===== src/rtl/rom_read_arbiter_if.sv =====
// Bundle of signals between the ROM read arbiter, its requesters and the ROM.
// The slave modport is the arbiter's view; master is the environment's view.
interface rom_read_arbiter_if #(
   parameter int NUM_REQ = 4,
   parameter int ADDR_W  = 16,
   parameter int DATA_W  = 32
) ();
   logic [NUM_REQ-1:0]        req;
   logic [NUM_REQ*ADDR_W-1:0] req_addr;
   logic [NUM_REQ-1:0]        grant;
   logic [NUM_REQ-1:0]        rd_valid;
   logic [DATA_W-1:0]         rd_data;
   logic [ADDR_W-1:0]         rom_addr;
   logic [DATA_W-1:0]         rom_q;
   logic                      busy;

   modport slave (
      input  req, req_addr, rom_q,
      output grant, rd_valid, rd_data, rom_addr, busy
   );

   modport master (
      output req, req_addr, rom_q,
      input  grant, rd_valid, rd_data, rom_addr, busy
   );
endinterface


===== src/rtl/rom_read_arbiter.sv =====
// Round-robin arbiter sharing one single-port synchronous ROM among NUM_REQ
// requesters. One read in flight at a time: IDLE -> ISSUE -> WAIT -> DONE.
// The winner gets a one-cycle grant, then a one-cycle rd_valid with the word.
module rom_read_arbiter #(
   parameter int NUM_REQ     = 4,
   parameter int ADDR_W      = 16,
   parameter int DATA_W      = 32,
   parameter int ROM_LATENCY = 2
) (
   input logic                 clk,
   input logic                 rst_n,
   rom_read_arbiter_if.slave   bus
);
   localparam int IDX_W = (NUM_REQ > 1) ? $clog2(NUM_REQ) : 1;
   localparam int CNT_W = (ROM_LATENCY > 2) ? $clog2(ROM_LATENCY) : 1;
   // WAIT lasts ROM_LATENCY-1 cycles; the counter runs down to zero inclusive
   localparam logic [CNT_W-1:0] CNT_INIT = CNT_W'((ROM_LATENCY > 1) ? ROM_LATENCY - 2 : 0);

   typedef enum logic [1:0] {S_IDLE, S_ISSUE, S_WAIT, S_DONE} state_t;

   state_t               state_q, state_d;
   logic [CNT_W-1:0]     cnt_q, cnt_d;
   logic [ADDR_W-1:0]    addr_q, addr_d;
   logic [IDX_W-1:0]     win_q, win_d;
   logic [IDX_W-1:0]     rr_ptr_q, rr_ptr_d;
   logic [NUM_REQ-1:0]   grant_q, grant_d;
   logic [NUM_REQ-1:0]   rd_valid_q, rd_valid_d;
   logic [DATA_W-1:0]    rd_data_q, rd_data_d;

   logic [ADDR_W-1:0]    req_addr_arr [NUM_REQ];
   logic                 win_found;
   logic [IDX_W-1:0]     win_idx;
   logic [IDX_W-1:0]     cand;

   genvar gi;
   generate
      for (gi = 0; gi < NUM_REQ; gi++) begin : g_unpack
         assign req_addr_arr[gi] = bus.req_addr[gi*ADDR_W +: ADDR_W];
      end
   endgenerate

   // Rotating priority: scan downward so the candidate nearest rr_ptr+1 is kept last
   always_comb begin
      win_found = 1'b0;
      win_idx   = '0;
      cand      = '0;
      for (int k = NUM_REQ; k >= 1; k--) begin
         cand = IDX_W'((int'(rr_ptr_q) + k) % NUM_REQ);
         if (bus.req[cand]) begin
            win_found = 1'b1;
            win_idx   = cand;
         end
      end
   end

   // Next-state and registered-output logic; pulses default to zero every cycle
   always_comb begin
      state_d    = state_q;
      cnt_d      = cnt_q;
      addr_d     = addr_q;
      win_d      = win_q;
      rr_ptr_d   = rr_ptr_q;
      rd_data_d  = rd_data_q;
      grant_d    = '0;
      rd_valid_d = '0;
      case (state_q)
         S_IDLE: begin
            if (win_found) begin
               win_d            = win_idx;
               addr_d           = req_addr_arr[win_idx];
               rr_ptr_d         = win_idx;
               grant_d[win_idx] = 1'b1;
               state_d          = S_ISSUE;
            end
         end
         S_ISSUE: begin
            if (ROM_LATENCY == 1) begin
               state_d = S_DONE;
            end else begin
               cnt_d   = CNT_INIT;
               state_d = S_WAIT;
            end
         end
         S_WAIT: begin
            if (cnt_q == '0) state_d = S_DONE;
            else             cnt_d   = cnt_q - 1'b1;
         end
         S_DONE: begin
            rd_data_d         = bus.rom_q;
            rd_valid_d[win_q] = 1'b1;
            addr_d            = '0;   // rom_addr idles at zero
            state_d           = S_IDLE;
         end
         default: state_d = S_IDLE;
      endcase
   end

   // State and output registers; reset drops any read in flight
   always_ff @(posedge clk or negedge rst_n) begin
      if (!rst_n) begin
         state_q    <= S_IDLE;
         cnt_q      <= '0;
         addr_q     <= '0;
         win_q      <= '0;
         rr_ptr_q   <= IDX_W'(NUM_REQ - 1);
         grant_q    <= '0;
         rd_valid_q <= '0;
         rd_data_q  <= '0;
      end else begin
         state_q    <= state_d;
         cnt_q      <= cnt_d;
         addr_q     <= addr_d;
         win_q      <= win_d;
         rr_ptr_q   <= rr_ptr_d;
         grant_q    <= grant_d;
         rd_valid_q <= rd_valid_d;
         rd_data_q  <= rd_data_d;
      end
   end

   assign bus.grant    = grant_q;
   assign bus.rd_valid = rd_valid_q;
   assign bus.rd_data  = rd_data_q;
   assign bus.rom_addr = addr_q;
   assign bus.busy     = (state_q != S_IDLE);
endmodule

===== src/flat_wrapper.sv =====
// flat-port wrapper written by rule: the top's interface ports become plain ports
module rom_read_arbiter_flat 
#(
   parameter int NUM_REQ     = 4,
   parameter int ADDR_W      = 16,
   parameter int DATA_W      = 32,
   parameter int ROM_LATENCY = 2
)
  (clk, rst_n, bus_req, bus_req_addr, bus_rom_q, bus_grant, bus_rd_valid, bus_rd_data, bus_rom_addr, bus_busy);
  rom_read_arbiter_if #(.NUM_REQ(NUM_REQ), .ADDR_W(ADDR_W), .DATA_W(DATA_W)) bus_i ();
  input logic clk;
  input logic rst_n;
  input wire logic [$bits(bus_i.req)-1:0] bus_req;
  input wire logic [$bits(bus_i.req_addr)-1:0] bus_req_addr;
  input wire logic [$bits(bus_i.rom_q)-1:0] bus_rom_q;
  output wire logic [$bits(bus_i.grant)-1:0] bus_grant;
  output wire logic [$bits(bus_i.rd_valid)-1:0] bus_rd_valid;
  output wire logic [$bits(bus_i.rd_data)-1:0] bus_rd_data;
  output wire logic [$bits(bus_i.rom_addr)-1:0] bus_rom_addr;
  output wire logic [$bits(bus_i.busy)-1:0] bus_busy;
  assign bus_i.req = bus_req;
  assign bus_i.req_addr = bus_req_addr;
  assign bus_i.rom_q = bus_rom_q;
  assign bus_grant = bus_i.grant;
  assign bus_rd_valid = bus_i.rd_valid;
  assign bus_rd_data = bus_i.rd_data;
  assign bus_rom_addr = bus_i.rom_addr;
  assign bus_busy = bus_i.busy;
  rom_read_arbiter #(.NUM_REQ(NUM_REQ), .ADDR_W(ADDR_W), .DATA_W(DATA_W), .ROM_LATENCY(ROM_LATENCY)) u_core (.clk(clk), .rst_n(rst_n), .bus(bus_i));
endmodule

===== config.mk =====
export PLATFORM = sky130hd
export DESIGN_NAME = rom_read_arbiter_flat
export DESIGN_NICKNAME = d
export VERILOG_FILES = /design/src/rtl/rom_read_arbiter_if.sv /design/src/rtl/rom_read_arbiter.sv /design/src/flat_wrapper.sv
export SDC_FILE = /design/constraint.sdc
export NUM_CORES = 1
export LEC_CHECK = 0
export CORE_UTILIZATION = 35
export DETAILED_ROUTE_END_ITERATION = 6
export PLACE_DENSITY = 0.74
export SLEW_MARGIN = 20
export SYNTH_ARGS = -nofsm -noshare
export SYNTH_HDL_FRONTEND = slang
export SYNTH_SLANG_ARGS = --single-unit

===== constraint.sdc =====
create_clock -name clk -period 2.33 [get_ports clk]
set_input_delay 0.466 -clock clk [delete_from_list [all_inputs] [get_ports clk]]
set_output_delay 0.466 -clock clk [all_outputs]
set_load 0.01 [all_outputs]

==> flow_summary.toml <==
[routing]
vias = 2325
dr.pass1.iters = 4
via_per_inst = 4.73
first_iter_violations = 77
ant_nets = 0
routed_wl_um = 7370
wl_per_cell_um = 15.0
drc = 0

[synthesis]
avgSynthCellArea_sq_um = 12.9
synth_cell_type_count = 32
ys_ff_latch = 62
syn_area_sq_mm = 0.00280
synth_seq_area_share_pct = 55.5
netlist_top_cells_area = "dfrtp_1 (54%), mux2_2 (14%), mux2i_1 (11%)"
synth_edf_count = 0
ys_warn_count = 0
synth.largest_area_cell = "dfrtp_1"
synth_ff_type = "dfrtp_1"
async_flop_share_pct = 100
synthCells = 217
syn_nets = 322
yosysTopAreaCellShare_pct = 53.6

[pwr]
pwr_density_cell_mw_per_mm2 = 1220
fin_total_pwr_mw = 5.91
seqPwrFrac_pct = 30.9
pwr-share-clk_pct = 19.4
swShare_pct = 31.9
power_switching_mw = 1.88
combPwrFrac_pct = 49.7
p_leak_nw = 2.08
vdd_drop_max_mv = 0.778
p_int_mw = 4.03

[final_layout]
syn2layout_area_growth_pct = 72.4
post-route-util_pct = 62.5
diodes = 0
final_area_sq_mm = 0.00483
drive_gt1_share_pct = 17.9
layoutNonFillerInstCount = 492
nFillCells = 620
finish.net_count = 490

[placed_design]
placed_cell_area_sq_mm = 0.00458
place.gp.congestion = 0.730
hpwl_um = 5650
dp.cells = 476
io_buffers = 158
dp_slack_ns = -0.0416

[floorplan]
fp.dieArea_sq_mm = 0.00837
rows = 32
initial_core_util_pct = 36.3
ioPinCount = 159
fp.dieH_um = 91.5
die_w_um = 91.5
core-area_sq_mm = 0.00773

[clock_network]
h-tree-depth = 3
cts_hold_buf = 0
worstSkewPairLatency_ns = 0.33
cts_tree = "yes"
cts_buffer_depth = 2
cts.sinks = 62
clk_pin_slew_worst_paths_ns = 0.07
cts-root-buf = "clkbuf_8"
post_cts_buffers = 0
ctsResizeCount = 0
cts_made_buffers = 9

[global_route]
grt_pass1_wl_um = 11700
grt_pass1_vias = 2409
gr-max-usage-layer = "met2"
antenna_found_initial = 0
met3_usage_pct = 6.70
met2_usage_pct = 30.0
overflow = 0
met1_usage_pct = 21.5
grt_max_degree = 34
grt_use_total_pct = 18.1

[timing]
setup_viol = 0
hold_viol = 0
rsz0062_at_grt = "no"
hold_ws_ns = 0.0674
tightestPinTransition_ns = 0.441
period_needed_ns = 2.17
max_freq_mhz = 460
skew_ns = 0.00588
slew_violations = 0
finalCritPeriodShare_pct = 93.2
worst_slack_ns = 0.157
slew_headroom_pct = 70.6
tns_ns = 0

[worst_setup_path]
crit_fanout = 4
critPathLaunchType = "register"
critPathKind = "reg2out"
cp_data_required_time_ns = 1.86
worstPathArrival_ns = 1.71
endpoint_kind = "primary output"

[flow_run]
maxCapViolCount = 0

[worst_hold_path]
worstHoldPathType = "in2async"

[status]
status = "finished clean"
[flip-flops by register name (all words and copies together) (netlist names)]
name	cells
u_core.bus.grant	4
u_core.bus.rd_data	32
u_core.bus.rd_valid	4
u_core.bus.rom_addr	16
u_core.rr_ptr_q	2
u_core.state_q	2
u_core.win_q	2
[worst paths after layout]
check / startpoint / to / slack [ns] / cells past startpoint
setup reg to reg: u_core.rr_ptr_q[0] / u_core.bus.rom_addr[4] / 0.36 / 6
hold / removal: rst_n / u_core.win_q[0] / 0.07 / 1
max in group asynchronous: rst_n / u_core.bus.rd_data[21] / 1.67 / 2
hold reg to reg: u_core.bus.rom_addr[4] / u_core.bus.rom_addr[4] / 0.49 / 2
setup / recovery: u_core.state_q[0] / bus_busy / 0.16 / 4
min in group clk: u_core.bus.rom_addr[4] / u_core.bus.rom_addr[4] / 0.49 / 2
[critical path, stage by stage (launching register included)]
cell and delay [ns]:
dfrtp_1 0.38, inv_1 0.07, ha_1 0.25, inv_1 0.12, clkdlybuf4s50_1 0.55
[per-layer routing]
metal	wire (um)	vias up
met2	3580	100
met1	2980	1101
met3	754	4
met4	54	0
li1	-	1120
met5	0	-
[cell usage after synthesis (3+ instances only)]
| library cell | number |
|---|---|
| a21o_1 | 3 |
| buf_2 | 3 |
| buf_4 | 3 |
| clkbuf_1 | 5 |
| dfrtp_1 | 60 |
| ha_1 | 3 |
| inv_1 | 5 |
| mux2_2 | 34 |
| mux2i_1 | 32 |
| nand2_1 | 18 |
| nor2_1 | 7 |
| nor3_1 | 3 |
| o221ai_1 | 16 |
[cells by family after synthesis]
logic type | share of synthesized area, %
compound gates | 7.82
fa+ha+maj | 1.34
buf+inv | 3.75
flops | 55.5
mux | 25.1
simple gates | 6.52
[area by class of cell]
cell class                      instances  area, sq um  share of cell area (%)
Tap cell                              102          128                    2.64
Clock inverter                          7          123                    2.54
Sequential cell                        62         1550                    32.2
Inverter                                6         22.5                   0.466
Timing Repair Buffer                  171         1720                    35.7
Clock buffer                            9          124                    2.56
Multi-Input combinational cell        135         1150                    23.9
[placed cells by master (no fill, tap or decap), types with 3 or more instances in the layout]
cell type	count
a21o_1	3
buf_12	4
buf_4	9
bufinv_16	3
clkbuf_8	9
clkdlybuf4s50_1	157
dfrtp_1	60
ha_1	3
inv_1	5
mux2_2	34
mux2i_1	32
nand2_1	18
nor2_1	7
nor3_1	3
o221ai_1	16
[power groups by stage]
stage	Sequential [mW]	Clock, mW	Combinational [mW]
floorplan	2.02	0	1.32
global placement	1.83	0	2.91
detailed placement	1.85	0	2.97
CTS	1.84	1.19	2.98
global route	1.89	1.23	3.16
finish	1.83	1.15	2.94
Power figures use the tool's default switching activity.
